**config.mk**
```make
export PLATFORM = sky130hd
export DESIGN_NAME = pipelined_csel_adder
export DESIGN_NICKNAME = d
export VERILOG_FILES = /design/src/rtl/pipelined_csel_adder.sv
export SDC_FILE = /design/constraint.sdc
export NUM_CORES = 1
export LEC_CHECK = 0
export ABC_AREA = 1
export BUFFER_PORTS_ARGS = -buffer_cell sky130_fd_sc_hd__buf_4
export CORE_MARGIN = 2
export CORE_UTILIZATION = 59
export CTS_CLUSTER_DIAMETER = 60
export DETAILED_ROUTE_END_ITERATION = 10
export HOLD_SLACK_MARGIN = 0.12
export PLACE_DENSITY = 0.8
export SLEW_MARGIN = 40
export SYNTH_ARGS = -nofsm -noshare
export SYNTH_HDL_FRONTEND = slang
export SYNTH_SLANG_ARGS = --single-unit
```
**constraint.sdc**
```tcl
create_clock -name clk -period 8.2 [get_ports clk]
set_input_delay 2.46 -clock clk [delete_from_list [all_inputs] [get_ports clk]]
set_output_delay 2.46 -clock clk [all_outputs]
set_load 0.01 [all_outputs]
```
**src/rtl/pipelined_csel_adder.sv**
```systemverilog
// pipelined_csel_adder: N-bit add/sub built from SEG-bit carry-select stages.
// Ports: clk, rst (async, active-high); in_valid/in_ready, input1, input2,
//   cin, sub in; out_valid/out_ready, result, cout out.
//   Macro CSEL_OVF_EN adds output ovf (signed overflow, pipelined with result).
module pipelined_csel_adder #(
  parameter int N   = 32,
  parameter int SEG = 8
) (
  input  logic         clk,
  input  logic         rst,
  input  logic         in_valid,
  output logic         in_ready,
  input  logic [N-1:0] input1,
  input  logic [N-1:0] input2,
  input  logic         cin,
  input  logic         sub,
  output logic         out_valid,
  input  logic         out_ready,
  output logic [N-1:0] result,
`ifdef CSEL_OVF_EN
  output logic         cout,
  output logic         ovf
`else
  output logic         cout
`endif
);

  localparam int SEGC = (SEG < 1) ? 1 : SEG;
  localparam int L    = (N / SEGC < 1) ? 1 : N / SEGC;

  if ((SEG < 1) || ((N % SEGC) != 0)) begin : g_bad_cfg
    $error("pipelined_csel_adder: need SEG >= 1 and N %% SEG == 0");
  end

  logic         en;

  logic         v_q  [L];
  logic         c_q  [L];
  logic [N-1:0] s_q  [L];
  logic [N-1:0] a_q  [L];
  logic [N-1:0] b_q  [L];

  // Stage inputs: operands, carry, partial result and valid entering stage k
  logic         v_x  [L];
  logic         ci_x [L];
  logic [N-1:0] s_x  [L];
  logic [N-1:0] a_x  [L];
  logic [N-1:0] b_x  [L];

  logic         c_d  [L];
  logic [N-1:0] s_d  [L];

`ifdef CSEL_OVF_EN
  logic         ovf_d;
  logic         ovf_q;
`endif

  // Whole pipe moves together; a full output slot blocks everything.
  assign en       = ~v_q[L-1] | out_ready;
  assign in_ready = en;

  for (genvar k = 0; k < L; k++) begin : g_stg
    logic [SEG-1:0] a_seg;
    logic [SEG-1:0] b_seg;
    logic [SEG-1:0] sum;
    logic [SEG:0]   r0;
    logic [SEG:0]   r1;
    logic           co;

    if (k == 0) begin : g_in
      assign v_x[0]  = in_valid;
      assign a_x[0]  = input1;
      assign b_x[0]  = sub ? ~input2 : input2;
      assign ci_x[0] = sub | cin;
      assign s_x[0]  = '0;
    end else begin : g_in
      assign v_x[k]  = v_q[k-1];
      assign a_x[k]  = a_q[k-1];
      assign b_x[k]  = b_q[k-1];
      assign ci_x[k] = c_q[k-1];
      assign s_x[k]  = s_q[k-1];
    end

    assign a_seg = a_x[k][k*SEG +: SEG];
    assign b_seg = b_x[k][k*SEG +: SEG];

    // Both carry hypotheses, picked by the carry handed in
    assign r0 = {1'b0, a_seg} + {1'b0, b_seg};
    assign r1 = r0 + (SEG+1)'(1);
    assign {co, sum} = ci_x[k] ? r1 : r0;

    assign c_d[k] = co;
    assign s_d[k] = s_x[k] | (N'(sum) << (k*SEG));

`ifdef CSEL_OVF_EN
    if (k == L-1) begin : g_ovf
      // MSB sum bit exposes the carry into the MSB
      assign ovf_d = a_seg[SEG-1] ^ b_seg[SEG-1] ^ sum[SEG-1] ^ co;
    end
`endif
  end

  always_ff @(posedge clk or posedge rst) begin
    if (rst) begin
      for (int k = 0; k < L; k++) begin
        v_q[k] <= 1'b0;
        c_q[k] <= 1'b0;
        s_q[k] <= '0;
        a_q[k] <= '0;
        b_q[k] <= '0;
      end
    end else if (en) begin
      for (int k = 0; k < L; k++) begin
        v_q[k] <= v_x[k];
        c_q[k] <= c_d[k];
        s_q[k] <= s_d[k];
        a_q[k] <= a_x[k];
        b_q[k] <= b_x[k];
      end
    end
  end

`ifdef CSEL_OVF_EN
  always_ff @(posedge clk or posedge rst) begin
    if (rst) begin
      ovf_q <= 1'b0;
    end else if (en) begin
      ovf_q <= ovf_d;
    end
  end

  assign ovf = ovf_q;
`endif

  assign out_valid = v_q[L-1];
  assign result    = s_q[L-1];
  assign cout      = c_q[L-1];

endmodule

```
Word level (Yosys, flattened, before mapping)
Index checks and enable logic that the tools add are counted.
{"block": "totals", "input_bits": 70, "elab_cells": 38, "latch_bits": 0, "ram_bits": 0, "mem_bits_ro": 0, "out_inout_bits": 35, "register_bits": 304, "mem_count": 0}
{"block": "op_classes", "addsub": 8, "n_eq_ne": 0, "muxes": 5, "reduce_logical": 0, "multipliers": 0, "n_div": 0, "n_bitwise": 7, "n_shift": 0, "magnitude_cmp": 0}
{"op": "8-bit by 8-bit adder with 9-bit output", "n": 4}
{"op": "9-bit by 1-bit adder with 9-bit output, second input constant", "n": 4}
{"op": "9-bit two-way mux", "n": 4}
{"op": "32-bit two-way mux", "n": 1}
{"op": "32-bit inverter", "n": 1}
{"op": "32-bit by 24-bit OR with 32-bit output", "n": 1}
{"op": "32-bit OR", "n": 1}
{"op": "8-bit by 16-bit OR with 16-bit output", "n": 1}
{"op": "1-bit OR", "n": 2}
{"op": "1-bit inverter", "n": 1}

Longest topological paths before layout
Gate-level depths: netlist (run 1).
{"block": "logic_depth", "word_depth": 5, "ltp_mapped": 17, "ltp_nobuf": 15}

Worst setup path after synthesis (run 1)
OpenSTA, ideal clock, no wires.
{"block": "synth_timing", "path_type": "input-to-output", "start": "in out_ready", "end": "out in_ready", "path_stages": 4, "n_path_buf": 2, "arrival_ns": 3.212, "path_slack_ns": 2.528, "required_time_ns": 5.740, "path_cell_list": "nor2_2 -> inv_2 -> clkbuf_1 -> clkbuf_1"}
{"block": "synth_via", "elab_chain_len": 1}
{"element": "start: declaration", "line_no": "18", "text": "input logic out_ready,"}
{"element": "1-bit OR", "line_no": "59", "text": "assign en = ~v_q[L-1] | out_ready;"}
{"element": "end: declaration", "line_no": "12", "text": "output logic in_ready,"}
Every way passes these cells.

Worst setup path after layout (run 1)
Same ends and word-level chain as after synthesis.

==> results of run 1 <==
==> kinds of logic after synthesis <==
kind of cell,after synthesis,share of synthesized area
and+or+nand+nor,589,0.262
xor gates and xnor gates,40,0.0380
DFF,184,0.499
adders and majority gates,41,0.0588
AOI/OAI and AO/OA,134,0.0751
buffers and inverters,155,0.0672
==> final cells by class <==
type	count	area share
Timing Repair Buffer	109	0.0778
Multi-Input combinational cell	804	0.371
Tap cell	211	0.0244
Sequential cell	184	0.426
Inverter	111	0.0399
Clock buffer	19	0.0419
Clock inverter	13	0.0197
==> through the flow <==
step                       util  setup WS [ns]  hold slack (ns)  total power (W)  cell area [um^2]
after global routing      0.709           2.41            0.490          0.00461             10800
after detailed placement  0.665           2.47            0.453          0.00330             10100
after floorplan               -          0.740            0.440          0.00282              9230
after global placement    0.663           2.50            0.449          0.00322             10100
after CTS                 0.708           2.47            0.470          0.00425             10800
final                     0.709           2.48            0.467          0.00422             10800
==> power breakdown <==
group	total (W)	switching (W)	internal (W)
clock network	0.000912	0.000351	0.000561
registers	0.00154	0.000231	0.00131
logic	0.00177	0.00109	0.000684
total	0.00422	0.00167	0.00256
==> metal layers <==
layer | vias up | GRT usage | share of wire
li1 | 3773 | - | -
met1 | 3344 | 0.340 | 0.49
met2 | 174 | 0.354 | 0.45
met3 | 20 | 0.0475 | 0.045
met4 | 0 | 0.0742 | 0.016
met5 | - | 0 | 0
==> worst reg2reg max path, cell delays in order, from the launching register on <==
cell and delay [ns]:
dfrtp_1 0.41, ha_1 0.22, fa_1 0.53, ha_1 0.16, inv_1 0.05, nor3_2 0.23
nand3_1 0.16, nor2_1 0.21, nand2_1 0.08, nand3_1 0.11, o21ai_1 0.08
==> sequential cells by signal, summed over array words and instances, names as in the netlist <==
| name | flops |
|---|---|
| a_q | 48 |
| b_q | 48 |
| c_q | 3 |
| cout | 1 |
| out_valid | 1 |
| result | 32 |
| s_q | 48 |
| v_q | 3 |
==> cell usage after synthesis (all sizes together) <==
master,n
dfrtp,184
nor2,31
clkbuf,23
o31ai,4
o21ai,100
o22ai,2
o21a,1
clkinv,1
inv,110
xnor2,31
fa,4
xor2,9
nand3,60
nand4,12
o211ai,3
nand3b,7
a21oi,24
and2,1
or2,5
nand2,470
buf,21
ha,37
nor3,3
==> final timing paths <==
kind / cells past startpoint / slack [ns] / to / startpoint
worst max-delay path: 4 / 2.48 / in_ready / out_ready
worst min-delay path: 2 / 0.47 / result[21] / s_q[53]
worst max register to register: 10 / 5.83 / s_q[54] / b_q[80]
worst min register to register: 2 / 0.47 / result[21] / s_q[53]
max in group asynchronous: 3 / 5.14 / b_q[93] / rst
min in group asynchronous: 2 / 2.10 / result[17] / rst
==> key figures, run 1 <==
Clocking
  • Clock root buffer: clkbuf_16
  • Clock Latency Late Sink: 0.43 ns
  • Sink Count: 184
  • Clock transition at path regs: 0.06 ns
  • CTS resizes: 0
  • Inserted Clock Buffers: 17
  • H-tree depth: 4
  • Clk buf depth: 2
  • Cts hold-fix bufs: 0
  • Setup bufs post-CTS: 0
  • CTS tree: built

Floorplanning
  • Die X: 129 um
  • FP Rows: 45
  • Starting Density: 0.605
  • Io pins: 105
  • Die area: 0.0167 mm^2
  • Die height: 129 um
  • Core Area: 0.0153 mm^2

Logic synthesis
  • Syn_area_per_cell: 8.08 um^2
  • Synth cell types: 34
  • Synth top area cells: dfrtp_1 (50%), nand2_1 (19%), o21ai_0 (5.2%)
  • Gate count of the mapped netlist: 1143
  • Seq/Total Area, Yosys: 0.499
  • Post-synthesis register bit count: 184
  • Largest area contributor in the netlist: dfrtp_1
  • Yosys top cell area share: 0.499
  • Syn Nets: 1254
  • Synth Cell Area: 0.00923 mm^2
  • Ys Warns: 0

Worst setup path
  • CP most frequent cell: buf_4
  • Buffers and inverters on the worst path: 3
  • Critical path arrival: 3.26 ns
  • Req. time, crit path: 5.74 ns
  • Critical Path Slowest Stage Cell: inv_4
  • Crit. End Element: output port
  • Worst-path maximum fanout: 61
  • Type of origin of the critical path: input pin
  • Setup CP Type: input pin to output port
  • CP cell instances: buf_4, nor2_4, inv_4, buf_4
  • CP top delay family: buffers and inverters
  • CP peak stage delay: 0.42 ns

Routing
  • Routed Antenna Nets: 0
  • WL final: 17.9 mm
  • Vias: 7311
  • Starting DRT DRC Count: 650
  • WL per Instance: 12.4 um
  • First drt pass iteration count: 5
  • DRC viols: 0
  • Vias per cell: 5.04

Outcome
  • Status: finished, final reports clean

Timing
  • F_max: 175 MHz
  • # setup viols final: 0
  • Clk_skew: 0.00860 ns
  • Max-slew headroom: 0.516
  • Fin crit period: 5.72 ns
  • Worst-margin pin slew: 0.727 ns
  • Share of the cycle needed by the critical path after routing: 0.697
  • Hold Fails Final Rpt: 0
  • Sum Neg Setup Slack: 0 ns
  • Unrepaired setup endpoints after global routing: no
  • Max Slew Vio Count: 0

Layout
  • Non-filler cells, final: 1451
  • Layout filler cell count: 1216
  • Most common cell after layout, fill and taps aside: nand2_1
  • # diodes: 0
  • Most frequent cells in the layout: nand2_1 (467), dfrtp_1 (184), inv_1 (105), buf_4 (105), o21ai_0 (95)
  • FF+latch area: 0.00460 mm^2
  • Syn-to-layout area delta: 17.2%
  • Layout cells sized above 1: 0.130
  • Fin nets: 1338
  • Area of the multi-input gates: 0.00401 mm^2

Min path
  • Min-Delay Path Class: flip-flop to flip-flop

GRT
  • Largest net degree at the start of global routing: 121
  • Number of global-route vias before repair: 6652
  • Initial antenna violation count: 0
  • GRT Total Usage: 0.233
  • First-pass GRT wire length: 30.8 mm
  • Grt total ovfl: 0

Flow run
  • Number of max-cap violations: 0

Placed design
  • DPL Wire Length: 11.9 mm
  • Number of port buffers: 104
  • Routability cong.: 0.846
  • Placed cells: 1419

Power
  • Power Density: 391 mW/mm^2
  • Maximum vdd ir drop: 0.208 mV
  • Lkg Pwr: 5.68 nW
Power figures use the tool's default switching activity.
==> run 2, diff against run 1 <==
CORE_UTILIZATION = 53   (was 59)
PLACE_DENSITY = 0.76   (was 0.8)
clock period = 4.6 ns   (was 8.2 ns; I/O delays follow)
==> run 2 against run 1 <==
  * Cell count is 1.0% higher
  * Global-route usage is 2.6 points lower
  * Critical path depth is 10 higher
  * Die area is 11% higher
  * Combinational power is 80% higher
  * Sequential share of layout area hardly changed
  * Core utilization is 7.8 points lower
  * Power is 76% higher
  * Clock skew is 0.0056 ns higher
  * Setup slack worse by 1.4 ns
  * Non-clock buffer count is 1 higher
  * Via count is 0.41% lower
==> key figures, run 2 (synthesis results as in run 1) <==
Worst setup path
  • Critical path arrival: 3.87 ns (+0.61 ns)
  • CP cell instances: buf_4, xor2_1, ha_1, inv_1, fa_1, xnor2_1, nand2_1, nor2_4, nand3_1, nor2_2, nand2_1, nand3_1, nand3_1, nand2_1
  • Critical Path Slowest Stage Cell: buf_4
  • R2R depth: 10 (unchanged)
  • CP peak stage delay: 0.43 ns (about the same)
  • Worst-path maximum fanout: 33 (-46%)
  • Type of origin of the critical path: input pin
  • Setup CP Type: input pin to flip-flop
  • Crit. End Element: flip-flop
  • CP top delay family: simple AND/OR/NAND/NOR gates
  • Req. time, crit path: 4.97 ns (-0.77 ns)
  • Buffers and inverters on the worst path: 2 (-1)
  • Critical Path Stages: 14 (+10)

Placed design
  • Number of port buffers: 104 (unchanged)
  • DPL Wire Length: 11.8 mm (-0.34%)
  • Routability cong.: 0.821 (-2.9%)

Floorplanning
  • FP Rows: 48 (+6.7%)
  • Core Area: 0.0172 mm^2 (+13%)
  • Die X: 136 um (+5.3%)
  • Starting Density: 0.537 (-0.0676)
  • Io pins: 105 (unchanged)
  • Die height: 136 um (+5.3%)
  • Die area: 0.0185 mm^2 (+11%)

GRT
  • Largest net degree at the start of global routing: 217 (+79%)
  • Initial antenna violation count: 0 (unchanged)
  • First-pass GRT wire length: 30.9 mm (+0.13%)
  • GRT Total Usage: 0.206 (-0.0264)
  • Number of global-route vias before repair: 6831 (+2.7%)
  • Met2 usage: 0.330 (-0.0243)
  • Met1 usage: 0.289 (-0.0511)
  • GR Layer Usage met3: 0.0414 (-0.00609)
  • Grt total ovfl: 0 (unchanged)
  • Gr busiest metal: met2

Routing
  • Vias per cell: 4.97 (-1.4%)
  • Routed Antenna Nets: 0 (unchanged)
  • Vias: 7281 (-0.41%)
  • First drt pass iteration count: 5 (unchanged)
  • DRC viols: 0 (unchanged)
  • WL per Instance: 12.2 um (-1.5%)
  • WL final: 17.9 mm (-0.47%)
  • Starting DRT DRC Count: 460 (-29%)

Timing
  • Share of the cycle needed by the critical path after routing: 0.761
  • # setup viols final: 0 (unchanged)
  • Clk_skew: 0.0141 ns (+0.00555 ns)
  • Worst-margin pin slew: 0.755 ns (+0.0286 ns)
  • Unrepaired setup endpoints after global routing: no
  • Max-slew headroom: 0.497 (-0.0191)
  • Max Slew Vio Count: 0 (unchanged)
  • Fin crit period: 3.50 ns
  • Hold Fails Final Rpt: 0 (unchanged)
  • Sum Neg Setup Slack: 0 ns (unchanged)
  • F_max: 286 MHz

Layout
  • Most common cell after layout, fill and taps aside: nand2_1
  • Syn-to-layout area delta: 17.3%
  • Most frequent cells in the layout: nand2_1 (467), dfrtp_1 (184), buf_4 (106)
  • Largest regs: a_q (48), b_q (48), s_q (48)
  • Fin nets: 1339 (+0.075%)
  • Area of the multi-input gates: 0.00401 mm^2 (unchanged)
  • Layout filler cell count: 1504 (+24%)
  • Layout cells sized above 1: 0.131 (+0.000701)
  • FF+latch area: 0.00460 mm^2 (unchanged)
  • # diodes: 0 (unchanged)

Clocking
  • CTS resizes: 0 (unchanged)
  • Clk buf depth: 2 (unchanged)
  • H-tree depth: 4 (unchanged)
  • Clock transition at path regs: 0.07 ns (about the same)
  • Setup bufs post-CTS: 0 (unchanged)
  • Clock Latency Late Sink: 0.44 ns (about the same)
  • Inserted Clock Buffers: 17 (unchanged)
  • CTS tree: built
  • Clock root buffer: clkbuf_16
  • Sink Count: 184 (unchanged)
  • Cts hold-fix bufs: 0 (unchanged)

Power
  • Maximum vdd ir drop: 0.391 mV (+88%)
  • Power, Total: 0.00743 W (+76%)
  • Power Density: 686 mW/mm^2 (+76%)
  • Lkg Pwr: 5.67 nW (-0.21%)

Outcome
  • Status: finished, final reports clean

Flow run
  • Number of max-cap violations: 0 (unchanged)

Min path
  • Min-Delay Path Class: flip-flop to flip-flop
  • Hold path depth: 2 (unchanged)
run 2: final timing paths:
check | start | endpoint | slack, ns
worst max register to register | b_q[80] | s_q[54] | 2.13
worst min register to register | b_q[112] | b_q[80] | 0.46
worst min-delay path | b_q[112] | b_q[80] | 0.46
min in group asynchronous | rst | a_q[115] | 1.10
max in group asynchronous | rst | b_q[117] | 3.08
worst max-delay path | sub | s_q[103] | 1.10
run 2: routing by layer:
layer	vias up	wire, um
met1	3376	8660
met5	-	0
met4	0	216
met2	105	8440
met3	19	530
li1	3781	-
run 2: where the power goes:
group,internal (W),switching [W]
Sequential,0.00233,0.000389
Combinational,0.00123,0.00195
Clock,0.000886,0.000648
Total,0.00445,0.00298
run 2: final cells by class:
cell class | count | area share
clock buffers | 18 | 0.0405
clock inverters | 14 | 0.0174
inverters | 111 | 0.0390
multi-input cells | 804 | 0.370
flip-flops and latches | 184 | 0.425
well taps | 225 | 0.0260
repair buffers | 110 | 0.0816
run 2: tightest hold or removal path, cell delays in order, from the launching register on:
cell,delay (ns)
dfrtp_1,0.34
nand2_1,0.05
nand2_1,0.05
run 2: through the flow:
step	setup slack [ns]	utilization	hold slack, ns	instances	area (um^2)
after floorplan	0.855	-	0.440	1143	9230
after global placement	0.793	0.592	0.449	1433	10200
after detailed placement	0.666	0.592	0.451	1433	10200
after CTS	1.10	0.629	0.466	1465	10800
after global routing	0.894	0.631	0.488	1466	10800
final	1.10	0.631	0.462	1466	10800
